`src/rtl/thresholding_cfg_pkg.sv`:
```
// Shared types for the thresholding configuration scheduler: address fields, FSM states
// and the mixed-radix address step used by the loader's counter.
package thresholding_cfg_pkg;

   localparam int FW = 8;

   // Fields are held at a fixed width; the packed core address is built from them by shifting.
   typedef struct packed {
      logic [FW-1:0] set;
      logic [FW-1:0] cf;
      logic [FW-1:0] pe;
      logic [FW-1:0] n;
   } cfg_addr_t;

   typedef enum logic {
      IDLE = 1'b0,
      LOAD = 1'b1
   } sched_state_e;

   typedef struct packed {
      cfg_addr_t nxt;
      logic      last;
   } addr_step_t;

   function automatic int max1(input int x);
      return (x > 1) ? x : 1;
   endfunction

   function automatic addr_step_t addr_next(input cfg_addr_t a,
                                            input logic [FW-1:0] n_max,
                                            input logic [FW-1:0] pe_max,
                                            input logic [FW-1:0] cf_max);
      addr_step_t r;
      r.nxt  = a;
      r.last = 1'b0;
      if (a.n != n_max) begin
         r.nxt.n = a.n + 8'd1;
      end else begin
         r.nxt.n = '0;
         if (a.pe != pe_max) begin
            r.nxt.pe = a.pe + 8'd1;
         end else begin
            r.nxt.pe = '0;
            if (a.cf != cf_max) begin
               r.nxt.cf = a.cf + 8'd1;
            end else begin
               r.nxt.cf = '0;
               r.last   = 1'b1;
            end
         end
      end
      return r;
   endfunction

endpackage

```
`src/rtl/thresholding_cfg_sched_if.sv`:
```
// Host word-access port of the thresholding configuration scheduler.
interface thresholding_cfg_sched_if #(
   parameter int WT = 32,
   parameter int AW = 1
);
   logic          h_vld;
   logic          h_rdy;
   logic          h_we;
   logic [AW-1:0] h_a;
   logic [WT-1:0] h_d;
   logic          h_rack;
   logic [WT-1:0] h_q;

   modport master (output h_vld, h_we, h_a, h_d, input h_rdy, h_rack, h_q);
   modport slave  (input h_vld, h_we, h_a, h_d, output h_rdy, h_rack, h_q);
endinterface

```
`src/rtl/thresholding_cfg_addr_cnt.sv`:
```
// Loadable mixed-radix address counter (n -> pe -> cf) for the threshold loader; the set
// field is held at its loaded value.
module thresholding_cfg_addr_cnt
   import thresholding_cfg_pkg::*;
#(
   parameter int N    = 1,
   parameter int PE   = 1,
   parameter int CF   = 1,
   parameter int SETS = 1,
   parameter int AW   = 1
) (
   input  logic          clk,
   input  logic          rst,
   input  logic          load,
   input  logic [FW-1:0] load_set,
   input  logic          inc,
   output logic [AW-1:0] addr,
   output logic          last
);
   localparam int NB = $clog2(N);
   localparam int PB = $clog2(PE);
   localparam int FB = $clog2(CF);
   localparam int SB = $clog2(SETS);
   localparam logic [FW-1:0] N_MAX    = FW'(N - 1);
   localparam logic [FW-1:0] PE_MAX   = FW'(PE - 1);
   localparam logic [FW-1:0] CF_MAX   = FW'(CF - 1);
   localparam logic [FW-1:0] SET_MASK = FW'((1 << SB) - 1);

   cfg_addr_t  cnt_q;
   addr_step_t step;

   assign step = addr_next(cnt_q, N_MAX, PE_MAX, CF_MAX);
   assign last = step.last;
   assign addr = AW'((32'(cnt_q.set) << (FB + PB + NB)) | (32'(cnt_q.cf) << (PB + NB)) |
                     (32'(cnt_q.pe) << NB) | 32'(cnt_q.n));

   always_ff @(posedge clk) begin
      if (rst) begin
         cnt_q <= '0;
      end else if (load) begin
         cnt_q     <= '0;
         cnt_q.set <= load_set & SET_MASK;
      end else if (inc) begin
         cnt_q <= step.nxt;
      end
   end

endmodule

```
`src/rtl/thresholding_cfg_sched.sv`:
```
// Arbitrates the thresholding core's config port between the host and the stream loader.
// Build option THRESHOLDING_CFG_LOCK_EN: stall the host for the whole duration of a load.
module thresholding_cfg_sched
   import thresholding_cfg_pkg::*;
#(
   parameter int WT   = 32,
   parameter int N    = 1,
   parameter int C    = 1,
   parameter int PE   = 1,
   parameter int SETS = 1,
   localparam int CF  = C / PE,
   localparam int NB  = $clog2(N),
   localparam int PB  = $clog2(PE),
   localparam int FB  = $clog2(CF),
   localparam int SB  = $clog2(SETS),
   localparam int AW  = max1(SB + FB + PB + NB),
   localparam int S   = max1(SB)
) (
   input  logic                     clk,
   input  logic                     rst,
   thresholding_cfg_sched_if.slave  h,
   input  logic                     ld_start,
   input  logic [S-1:0]             ld_set,
   output logic                     ld_busy,
   output logic                     ld_done,
   output logic                     ld_err,
   input  logic                     s_tvalid,
   output logic                     s_tready,
   input  logic [WT-1:0]            s_tdata,
   input  logic                     s_tlast,
   output logic                     cfg_en,
   output logic                     cfg_we,
   output logic [AW-1:0]            cfg_a,
   output logic [WT-1:0]            cfg_d,
   input  logic                     cfg_rack,
   input  logic [WT-1:0]            cfg_q
);
   // state | meaning
   // IDLE  | no load; only host requests are served
   // LOAD  | streaming a threshold set; host and loader share the port round-robin

   sched_state_e  state_q, state_d;
   logic          rr_q;            // 0: host holds the token, 1: loader holds it
   logic          req_h, req_l, gnt_h, gnt_l;
   logic          cnt_load, cnt_last;
   logic [AW-1:0] cnt_a;
   logic          done_pend_q;

`ifdef THRESHOLDING_CFG_LOCK_EN
   assign req_h = h.h_vld && (state_q != LOAD);
`else
   assign req_h = h.h_vld;
`endif

   always_comb begin
      state_d  = state_q;
      cnt_load = 1'b0;
      req_l    = (state_q == LOAD) && s_tvalid;
      gnt_h    = req_h && (!req_l || !rr_q);
      gnt_l    = req_l && (!req_h || rr_q);
      case (state_q)
         IDLE: if (ld_start) begin
            state_d  = LOAD;
            cnt_load = 1'b1;
         end
         LOAD: if (gnt_l && cnt_last) state_d = IDLE;
         default: state_d = IDLE;
      endcase
   end

   assign h.h_rdy  = gnt_h;
   assign s_tready = gnt_l;
   assign ld_busy  = (state_q == LOAD);
   assign h.h_rack = cfg_rack;
   assign h.h_q    = cfg_q;

   always_ff @(posedge clk) begin
      if (rst) begin
         state_q     <= IDLE;
         rr_q        <= 1'b0;
         cfg_en      <= 1'b0;
         cfg_we      <= 1'b0;
         cfg_a       <= '0;
         cfg_d       <= '0;
         done_pend_q <= 1'b0;
         ld_done     <= 1'b0;
         ld_err      <= 1'b0;
      end else begin
         state_q <= state_d;
         if (req_h && req_l) rr_q <= ~rr_q;
         cfg_en <= gnt_h | gnt_l;
         cfg_we <= gnt_l | (gnt_h & h.h_we);
         if (gnt_l) begin
            cfg_a <= cnt_a;
            cfg_d <= s_tdata;
         end else if (gnt_h) begin
            cfg_a <= h.h_a;
            cfg_d <= h.h_d;
         end
         done_pend_q <= gnt_l && cnt_last;
         ld_done     <= done_pend_q;
         // TLAST is only advisory: a mismatch flags the set but the full count is still written.
         if (cnt_load) ld_err <= 1'b0;
         else if (gnt_l && (s_tlast != cnt_last)) ld_err <= 1'b1;
      end
   end

   thresholding_cfg_addr_cnt #(
      .N(N), .PE(PE), .CF(CF), .SETS(SETS), .AW(AW)
   ) u_addr_cnt (
      .clk      (clk),
      .rst      (rst),
      .load     (cnt_load),
      .load_set (FW'(ld_set)),
      .inc      (gnt_l),
      .addr     (cnt_a),
      .last     (cnt_last)
   );

endmodule

```
`src/flat_wrapper.sv`:
```
// flat-port wrapper written by rule: the top's interface ports become plain ports
module thresholding_cfg_sched_flat import thresholding_cfg_pkg::*;
#(
   parameter int WT   = 32,
   parameter int N    = 1,
   parameter int C    = 1,
   parameter int PE   = 1,
   parameter int SETS = 1,
   localparam int CF  = C / PE,
   localparam int NB  = $clog2(N),
   localparam int PB  = $clog2(PE),
   localparam int FB  = $clog2(CF),
   localparam int SB  = $clog2(SETS),
   localparam int AW  = max1(SB + FB + PB + NB),
   localparam int S   = max1(SB)
)
  (clk, rst, ld_start, ld_set, ld_busy, ld_done, ld_err, s_tvalid, s_tready, s_tdata, s_tlast, cfg_en, cfg_we, cfg_a, cfg_d, cfg_rack, cfg_q, h_h_vld, h_h_we, h_h_a, h_h_d, h_h_rdy, h_h_rack, h_h_q);
  thresholding_cfg_sched_if #(.WT(WT), .AW(AW)) h_i ();
  input  logic clk;
  input  logic rst;
  input  logic ld_start;
  input  logic [S-1:0] ld_set;
  output logic ld_busy;
  output logic ld_done;
  output logic ld_err;
  input  logic s_tvalid;
  output logic s_tready;
  input  logic [WT-1:0] s_tdata;
  input  logic s_tlast;
  output logic cfg_en;
  output logic cfg_we;
  output logic [AW-1:0] cfg_a;
  output logic [WT-1:0] cfg_d;
  input  logic cfg_rack;
  input  logic [WT-1:0] cfg_q;
  input wire logic [$bits(h_i.h_vld)-1:0] h_h_vld;
  input wire logic [$bits(h_i.h_we)-1:0] h_h_we;
  input wire logic [$bits(h_i.h_a)-1:0] h_h_a;
  input wire logic [$bits(h_i.h_d)-1:0] h_h_d;
  output wire logic [$bits(h_i.h_rdy)-1:0] h_h_rdy;
  output wire logic [$bits(h_i.h_rack)-1:0] h_h_rack;
  output wire logic [$bits(h_i.h_q)-1:0] h_h_q;
  assign h_i.h_vld = h_h_vld;
  assign h_i.h_we = h_h_we;
  assign h_i.h_a = h_h_a;
  assign h_i.h_d = h_h_d;
  assign h_h_rdy = h_i.h_rdy;
  assign h_h_rack = h_i.h_rack;
  assign h_h_q = h_i.h_q;
  thresholding_cfg_sched #(.WT(WT), .N(N), .C(C), .PE(PE), .SETS(SETS)) u_core (.clk(clk), .rst(rst), .h(h_i), .ld_start(ld_start), .ld_set(ld_set), .ld_busy(ld_busy), .ld_done(ld_done), .ld_err(ld_err), .s_tvalid(s_tvalid), .s_tready(s_tready), .s_tdata(s_tdata), .s_tlast(s_tlast), .cfg_en(cfg_en), .cfg_we(cfg_we), .cfg_a(cfg_a), .cfg_d(cfg_d), .cfg_rack(cfg_rack), .cfg_q(cfg_q));
endmodule
```
`config.mk`:
```
export PLATFORM = sky130hd
export DESIGN_NAME = thresholding_cfg_sched_flat
export DESIGN_NICKNAME = d
export VERILOG_FILES = /design/src/rtl/thresholding_cfg_pkg.sv /design/src/rtl/thresholding_cfg_sched_if.sv /design/src/rtl/thresholding_cfg_addr_cnt.sv /design/src/rtl/thresholding_cfg_sched.sv /design/src/flat_wrapper.sv
export SDC_FILE = /design/constraint.sdc
export NUM_CORES = 1
export LEC_CHECK = 0
export CORE_UTILIZATION = 42
export DETAILED_ROUTE_END_ITERATION = 8
export GPL_TIMING_DRIVEN = 0
export PLACE_DENSITY = 0.87
export SETUP_SLACK_MARGIN = 0.2
export SLEW_MARGIN = 20
export SYNTH_ARGS = -nofsm -noshare
export SYNTH_HDL_FRONTEND = slang
export SYNTH_SLANG_ARGS = --single-unit
```
`constraint.sdc`:
```
create_clock -name clk -period 3.2 [get_ports clk]
set_input_delay 0.32 -clock clk [delete_from_list [all_inputs] [get_ports clk]]
set_output_delay 0.32 -clock clk [all_outputs]
set_load 0.02 [all_outputs]
```
Word-level counts from Yosys, hierarchy flattened
Cells that the tools add are included.
{"block": "classes", "n_addsub": 3, "muxes": 14, "reduce_logical": 18, "bitwise_logic": 9, "eq_ne": 1}
{"op": "32-bit 2-to-1 mux", "count": 2}
{"op": "8-bit by 1-bit adder with 8-bit output, second input constant", "count": 3}
{"op": "8-bit 2-to-1 mux", "count": 3}
{"op": "8-bit nonzero test", "count": 3}
{"op": "1-bit 2-to-1 mux", "count": 8}
{"op": "1-bit logical AND", "count": 6}
{"op": "1-bit inverter", "count": 4}
{"op": "1-bit OR", "count": 4}
{"op": "1-bit zero test", "count": 3}
{"op": "3-bit AND reduction", "count": 1}
{"op": "1-bit logical OR", "count": 2}
{"op": "1-bit case mux with 2 select lines", "count": 1}
{"op": "2-bit AND reduction", "count": 1}
{"op": "2-bit nonzero test", "count": 1}
{"op": "2-bit OR reduction", "count": 1}
{"op": "1-bit bitwise AND", "count": 1}
{"op": "1-bit != test", "count": 1}
{"block": "totals", "word_cells": 57, "regBits": 64, "out_inout_bits": 73, "inputBits": 106}

Depth between registers and ports, before layout
Gate-level depths: netlist of the first run.
{"block": "depth", "ltp_word": 7, "ltp_mapped": 8, "mapped_depth_nobuf": 6}

Modules after synthesis
Synthesis of the first run repeated with hierarchy kept, for this count alone.
{"block": "unflattened", "hier_cells": 357, "hier_area_um2": 3119.2}
{"mod": "thresholding_cfg_sched", "cells_per_inst": 207, "area_per_inst_um2": 1876.8, "n_inst": 1, "seq_area_each_um2": 800.8}
{"mod": "thresholding_cfg_addr_cnt", "cells_per_inst": 150, "area_per_inst_um2": 1242.4, "n_inst": 1, "seq_area_each_um2": 480.5}

Least setup slack after synthesis of the first run
No wires, ideal clock.
{"block": "synth_timing", "path_kind": "reg2reg", "from": "reg u_core.u_addr_cnt.cnt_q[8] (netlist bit)", "to": "reg u_core.u_addr_cnt.cnt_q[8] (netlist bit)", "t_required_ns": 3.067, "stages_incl_launch_ff": 8, "arrival_ns": 1.807, "synth_period_minus_slack_ns": 1.940, "n_path_buf": 1, "setup_slack_ns": 1.260, "setup_time_ns": 0.133, "path_cell_list": "dfxtp_1 inv_1 ha_1 or4b_4 or2_4 clkbuf_8 o21ai_1 nor2_1"}
{"block": "synth_via", "elab_chain_cells": 2, "elab_cells_between_ends": 3, "classes_between": "add/sub (1); mux (1); reduce/logical (1)"}
{"element": "from (decl)", "line_no": "thresholding_cfg_addr_cnt.sv:29", "text": "cfg_addr_t cnt_q;"}
{"element": "from (signal assigned)", "line_no": "thresholding_cfg_addr_cnt.sv:44", "text": "cnt_q <= step.nxt;"}
{"element": "8-bit by 1-bit adder with 8-bit output or 8-bit nonzero test (tied branches)", "line_no": "thresholding_cfg_pkg.sv:41, thresholding_cfg_pkg.sv:40"}
{"element": "8-bit 2-to-1 mux *", "line_no": "thresholding_cfg_pkg.sv:40", "text": "if (a.pe != pe_max) begin"}
Mark *: on every way between the ends. The rest lies on a longest branch, timed or not.
A chain may end at the register's enable or synchronous reset.

Worst setup path in the final report of the first run
{"block": "layout_timing", "from": "in h_h_vld", "to": "out h_h_rdy"}
{"block": "layout_via", "elab_chain_cells": 1}
{"element": "from (decl)", "line_no": "flat_wrapper.sv:36", "text": "input wire logic [$bits(h_i.h_vld)-1:0] h_h_vld;"}
{"element": "1-bit logical AND", "line_no": "thresholding_cfg_sched.sv:59", "text": "gnt_h = req_h && (!req_l || !rr_q);"}
{"element": "to (decl)", "line_no": "flat_wrapper.sv:40", "text": "output wire logic [$bits(h_i.h_rdy)-1:0] h_h_rdy;"}
No other way between the ends.

==> impl_results.md, run 1 <==
- Slowest cell on crit path: clkdlybuf4s50_1
- CTS Root Cell: clkbuf_8
- Worst stage delay on the critical path: 0.63 ns
- Final WS setup: 0.354 ns
- Top sig layer: met4
- Critical path's most frequent cell: clkdlybuf4s50_1
- Die X: 89.2 µm
- Synthesized cell area: 0.00319 mm²
- Asr flop ratio synth: 0
- WL final: 8750 µm
- Initial antenna violation count: 0
- Hold Crit Class: flip-flop to flip-flop
- Netlist cell types: 46
- Nets: 635
- Status: finished, final reports clean
- Final Hold Vio Count: 0
- Final worst path period need: 2.85 ns
- Final period util: 0.889
- Resized cells post-CTS: 1
- H-Tree Depth: 3
- Flops & latches, synth: 64
- CP Max Fanout: 10
- Crit path launch type: input port
- EDFF count, synth: 0
- First-pass GRT wire length: 13,600 µm
- Pre-Repair DR Iteration Count: 6
- Final GP Congestion: 0.881
- Placed cells: 611
- Synthesized Nets: 480
- Later-pin clock latency in the skew report: 0.34 ns
- Relative slew slack: 0.555
- Clk slew on worst S/H paths: 0.07 ns
- Post-Route Setup TNS: 0 ns
- # DRC: 0
- WP buf/inv: 4
- # Max-Cap Violations: 0
- Leakage power: 2.03 nW
- TritonCTS Sinks: 64
- Met1 Wirelength: 3330 µm
- Initial Utilization: 0.438
- Total global-route track usage: 0.225
- Critical path's top delay family: buffers and inverters
- Detailed placement HPWL: 6690 µm
- Critical path class: input port to output port
- Post-Syn Area per Cell: 8.68 µm²
- Place WS: 0.118 ns
- Global route total overflow: 0
- Post-Layout Cell Count: 627
- Vias post-DR: 3,252
- Largest net degree at the start of global routing: 13
- Final setup fails: 0
- Setup bufs post-CTS: 0
- Data arrival time of the worst path: 2.53 ns
- Routed wire per std cell: 14.0 µm
- Vias in the first global route: 3,062
- Critical Path RT: 2.88 ns
- Io pins: 179
- Die area: 0.00796 mm²
- Critical path endpoint category: output port
- Mapped Cells: 368
- CTS tree: done
- Routed vias/inst: 5.19
- Area Growth Syn to Fin: 55.6%
- Max VDD drop: 277 µV
- Antenna viol nets, final: 0
- Most used flip-flop cell after synthesis: dfxtp_1
- PD cells: 401 mW/mm²
- Worst path cell trace: clkdlybuf4s50_1, nand2b_1, clkbuf_2, nand2_2, clkbuf_4, and2_1, clkdlybuf4s50_1
- Fmax: 351 MHz
- Filler instances: 612
- Share of layout cells above drive strength 1: 0.125
- Die Ht: 89.2 µm
- Hold buffers post-CTS: 0
- Worst-margin pin slew: 0.662 ns
- Slew Limit Fails: 0
- Cts bufs inserted: 9
- Count of input and output buffers: 144
- DR WL met2: 4410 µm
- FP Rows: 31
- Core Region: 0.00729 mm²
- RSZ-0062 raised after global routing: false
- Worst-case clock buffer depth: 2
- Met3 WL: 827 µm
- Sequential area share after synthesis: 0.401
- Initial DRC count: 158
- Clock skew: 0.00780 ns
- Synth warn: 0
- # diodes: 0
## path summary, 6_finish.rpt
kind / to / depth (start not counted) / start / slack (ns)
max: h_h_rdy / 7 / h_h_vld / 0.35
min: u_core.ld_done$_SDFF_PP0_ / 1 / u_core.done_pend_q$_SDFF_PP0_ / 0.44
max reg2reg: u_core.u_addr_cnt.cnt_q[22]$_SDFFE_PP0P_ / 8 / u_core.u_addr_cnt.cnt_q[0]$_SDFFE_PP0N_ / 0.87
min reg2reg: u_core.ld_done$_SDFF_PP0_ / 1 / u_core.done_pend_q$_SDFF_PP0_ / 0.44
## sequential cells by signal (all words and copies together) (netlist names)
register and cells:
u_core.cfg_we 1, u_core.ld_done 1, u_core.cfg_d 32, u_core.done_pend_q 1, u_core.ld_busy 1, u_core.rr_q 1
u_core.cfg_a 1, u_core.cfg_en 1, u_core.ld_err 1, u_core.u_addr_cnt.cnt_q 24
## cell families (layout without fill, tap and decap cells)
kind of cell,Yosys count,count (layout),synth area share
simple gates,128,128,0.210
compound gates,69,69,0.119
fa+ha+maj,6,6,0.0235
xor+xnor,8,8,0.0219
buf+inv,60,220,0.121
mux,33,33,0.103
flops,64,64,0.401
## layout by cell type, fill, tap and decap left out, drive strengths merged, types with 3 or more instances in the layout
| cell | count |
|---|---|
| a211oi | 3 |
| or4 | 4 |
| nand2 | 55 |
| and2 | 3 |
| nor3 | 5 |
| nand3 | 11 |
| nand4 | 6 |
| ha | 6 |
| nor2 | 11 |
| inv | 11 |
| mux2i | 33 |
| nor2b | 4 |
| o21ai | 40 |
| dfxtp | 64 |
| or3 | 8 |
| xnor2 | 6 |
| o31ai | 5 |
| clkbuf | 22 |
| clkdlybuf4s50 | 144 |
| or2 | 3 |
| buf | 36 |
| a21oi | 15 |
| clkinvlp | 4 |
| nor4 | 8 |
## metrics by stage
step	power, W	area, µm²	hold WS (ns)	util
after floorplan	0.00107	3190	0.414	-
after global placement	0.00129	4760	0.419	0.653
after detailed placement	0.00130	4760	0.430	0.653
after CTS	0.00201	4970	0.447	0.681
after global routing	0.00208	4970	0.476	0.682
final	0.00199	4970	0.440	0.682
## routing by layer
layer  GRT usage  up-vias
met5           0        -
met4      0.0880        0
met3      0.0831       20
met2       0.407      171
met1       0.236     1497
li1            -     1564
## area by class of cell
cell class | count | area, µm² | area share
flip-flops and latches | 64 | 1280 | 0.258
clock buffers | 10 | 138 | 0.0277
repair buffers | 144 | 1440 | 0.290
well taps | 99 | 124 | 0.0249
plain buffers | 49 | 348 | 0.0700
multi-input cells | 244 | 1530 | 0.308
clock inverters | 6 | 68.8 | 0.0138
inverters | 11 | 41.3 | 0.00831
## Yosys cell counts (all sizes together), types with 3 or more instances
| cell | instances | area share |
|---|---|---|
| or2 | 3 | 0.0067 |
| o21ai | 40 | 0.063 |
| nor2b | 4 | 0.0078 |
| nor2 | 11 | 0.013 |
| mux2i | 33 | 0.10 |
| or4 | 4 | 0.0094 |
| and2 | 3 | 0.0059 |
| xnor2 | 6 | 0.016 |
| or3 | 8 | 0.016 |
| dfxtp | 64 | 0.40 |
| nand2 | 55 | 0.065 |
| nor4 | 8 | 0.020 |
| inv | 11 | 0.013 |
| a21oi | 15 | 0.024 |
| buf | 37 | 0.086 |
| clkbuf | 11 | 0.020 |
| nor3 | 5 | 0.0078 |
| a211oi | 3 | 0.0071 |
| o31ai | 5 | 0.012 |
| ha | 6 | 0.024 |
| nand3 | 11 | 0.017 |
| nand4 | 6 | 0.012 |
## where the power goes
group / internal, W / leakage (nW) / total (W) / switching, W
combinational: 0.000238 / 1.41 / 0.000426 / 0.000188
sequential: 0.000833 / 0.524 / 0.000852 / 0.0000195
clock: 0.000382 / 0.0907 / 0.000713 / 0.000332
Note: power is estimated with default switching activity, not from simulation.
==> run 2, diff against run 1 <==
Settings changed: CORE_MARGIN from default to 5.
==> run 2 against run 1 <==
  * Worst setup slack improved by 0.012 ns
  * Via count decreased by 1.5%
  * Clock power fell by 2%
  * Largest power group unchanged
  * Utilization shrank 0.50 points
  * Non-clock buffer count stayed put
  * First-iteration DRC count fell by 1.9%
  * Routed wire length rose by 12%
  * Global-route usage down 1.9 points
  * Sequential share of layout area is 0.052 points higher
  * Total power down 0.40%
  * Fmax rose by 0.43%
  * Die area is 19% higher
  * Critical path type unchanged
  * Critical endpoint unchanged
==> impl_results.md, run 2 (synthesized netlist as in run 1, its figures left out) <==
- Status: finished, final reports clean
- Filler instances: 581 (-5.1%)
- Reg2Reg Depth: 8 (unchanged)
- Power share of the combinational group: 0.217 (+0.003)
- Routed vias/inst: 5.11 (-1.5%)
- Power Total: 0.00198 W (-0.40%)
- Clock skew: 0.00647 ns (-0.00133 ns)
- Biggest regs: u_core.cfg_d x32, u_core.u_addr_cnt.cnt_q x24
- Crit path launch type: input port
- Data arrival time of the worst path: 2.51 ns (-0.02 ns)
- Worst path cell trace: clkdlybuf4s50_1, nand2b_1, clkbuf_2, nand2_2, buf_2, and2_1, clkdlybuf4s50_1
- Detailed placement HPWL: 7850 µm (+17%)
- WL final: 9810 µm (+12%)
- TritonCTS Sinks: 64 (unchanged)
- CTS tree: done
- Hold Crit Class: flip-flop to flip-flop
- Critical path's most frequent cell: clkdlybuf4s50_1
- WHS Endpoint: u_core.ld_done$_SDFF_PP0_
- Sw power: 0.000511 W (-5.1%)
- Critical path endpoint category: output port
- Final period util: 0.886 (-0.00377)
- Critical R2R Capture: u_core.ld_busy$_SDFF_PP0_
- Register area: 0.00128 mm² (unchanged)
- Core Region: 0.00733 mm² (+0.53%)
- Critical path class: input port to output port
- Relative slew slack: 0.568 (+0.0128)
- Critical Path Source: h_h_vld
- Area after DPL: 0.00476 mm² (unchanged)
- Slowest cell on crit path: clkdlybuf4s50_1
- Seq pwr share: 0.430 (+0.002)
- Die X: 97.2 µm (+9.0%)
- Initial DRC count: 155 (-1.9%)
- Fmax: 353 MHz (+0.43%)
- Most frequent cells in the layout: clkdlybuf4s50_1 (144), dfxtp_1 (64), nand2_1 (54)
- Share of layout cells above drive strength 1: 0.121 (-0.00379)
- Final worst path period need: 2.83 ns (-0.0121 ns)
- CP Max Fanout: 10 (unchanged)
- Multi-input logic area: 0.00153 mm² (unchanged)
- First-pass GRT wire length: 16,000 µm (+18%)
- Largest net degree at the start of global routing: 11 (-2)
- Reg with most FFs: u_core.cfg_d
- # Max-Cap Violations: 0 (unchanged)
- Number of flip-flops under the largest register name: 32 (unchanged)
- Cts bufs inserted: 9 (unchanged)
- Later-pin clock latency in the skew report: 0.34 ns (about the same)
- Routed wire per std cell: 15.6 µm (+12%)
- R2R Path Start: u_core.u_addr_cnt.cnt_q[0]$_SDFFE_PP0N_
- Final setup fails: 0 (unchanged)
- Post-Route Setup TNS: 0 ns (unchanged)
- Worst stage delay on the critical path: 0.62 ns (about the same)
- # DRC: 0 (unchanged)
- Critical Path RT: 2.88 ns (about the same)
- FP Rows: 31 (unchanged)
- Clk slew on worst S/H paths: 0.07 ns (about the same)
- # diodes: 0 (unchanged)
- Vias post-DR: 3,204 (-1.5%)
- Hold Path Stages: 1 (unchanged)
- Vias in the first global route: 3,410 (+11%)
- Internal power: 0.00147 W (+1.3%)
- Max VDD drop: 299 µV (+8.1%)
- Hold path start: u_core.done_pend_q$_SDFF_PP0_
- RSZ-0062 raised after global routing: false
- Count of input and output buffers: 144 (unchanged)
- Io pins: 179 (unchanged)
- Most common cell after layout, fill and taps aside: clkdlybuf4s50_1
- Nets: 635 (unchanged)
- Reg-to-reg slack, setup: 0.82 ns (-0.05 ns)
- Setup bufs post-CTS: 0 (unchanged)
- Total global-route track usage: 0.206 (-0.0188)
- Initial antenna violation count: 0 (unchanged)
- Initial Utilization: 0.436 (-0.00232)
- Switch share: 0.258 (-0.0128)
- Final GP Congestion: 0.948 (+7.6%)
- Worst-margin pin slew: 0.643 ns (-0.0191 ns)
- Slew Limit Fails: 0 (unchanged)
- Area Growth Syn to Fin: 55.3%
- CTS Root Cell: clkbuf_8
- H-Tree Depth: 3 (unchanged)
- Die area: 0.00945 mm² (+19%)
- Power share of the clock group: 0.353 (-0.005)
- Die Ht: 97.2 µm (+9.0%)
- Design area: 0.00496 mm² (-0.20%)
- Pre-Repair DR Iteration Count: 5 (-1)
- Post-Layout Cell Count: 627 (unchanged)
- Final Hold Vio Count: 0 (unchanged)
- Placed cells: 611 (unchanged)
- Worst-case clock buffer depth: 2 (unchanged)
- Global route total overflow: 0 (unchanged)
- Antenna viol nets, final: 0 (unchanged)
- Leakage power: 2.04 nW (+0.53%)
- PD cells: 400 mW/mm² (-0.20%)
## run 2: cell count changes in the layout (fill, tap and decap cells not counted)
cell        previous run  this run
clkinv_2               0         2
clkinv_4               1         0
buf_2                  2         3
clkbuf_4               1         0
clkbuf_8              12        13
clkbuf_1               8        10
clkinvlp_4             4         0
## run 2: critical path: cells and delay by family
kind / cells / cell delay (ns)
buffers and inverters: 4 / 1.70
and+or+nand+nor: 3 / 0.49
## run 2: final cells by class
class | instances | share of cell area
buffer | 49 | 0.0696
clock buffer | 13 | 0.0320
clock inverter | 3 | 0.00807
inverter | 11 | 0.00832
multi-input combinational | 244 | 0.308
sequential | 64 | 0.258
tap | 99 | 0.0250
timing repair buffer | 144 | 0.291
## run 2: power groups by stage
| stage | sequential, W | clock [W] | combinational [W] |
|---|---|---|---|
| 5_1_grt | 0.000856 | 0.000754 | 0.000461 |
| 4_1_cts | 0.000852 | 0.000711 | 0.000435 |
| 3_5_place_dp | 0.000870 | 0 | 0.000432 |
| 2_1_floorplan | 0.000911 | 0 | 0.000154 |
| 3_3_place_gp | 0.000868 | 0 | 0.000424 |
| 6_report | 0.000852 | 0.000700 | 0.000431 |
## run 2: how the worst max path moves through the flow
stage	endpoint	slack, ns	cells past startpoint
5_1_grt	h_h_rdy	0.23	7
6_report	h_h_rdy	0.37	7
4_1_cts	h_h_rdy	0.35	7
2_1_floorplan	u_core.u_addr_cnt.cnt_q[8]$_SDFFE_PP0P_	1.26	7
3_5_place_dp	h_h_rdy	0.19	7
3_3_place_gp	h_h_rdy	0.21	7
## run 2: per-layer routing
layer / up-vias / wire (µm) / share of wire / track usage
li1: 1565 / - / - / -
met1: 1474 / 3400 / 0.35 / 0.195
met2: 148 / 5140 / 0.52 / 0.385
met3: 17 / 1110 / 0.11 / 0.108
met4: 0 / 165 / 0.017 / 0.0586
met5: - / 0 / 0 / 0
## run 2: what timing repair did
action / 4_1_cts / 5_1_grt
resized for setup: 1 / 0
setup endpoints to repair: 1 / 0
hold buffers: 0 / 0
## run 2: per-stage QoR
stage | hold slack, ns | utilization | setup WS, ns
after CTS | 0.456 | 0.677 | 0.347
after global routing | 0.482 | 0.677 | 0.231
after global placement | 0.432 | 0.649 | 0.209
after floorplan | 0.414 | - | 1.26
final | 0.454 | 0.677 | 0.366
after detailed placement | 0.444 | 0.649 | 0.191
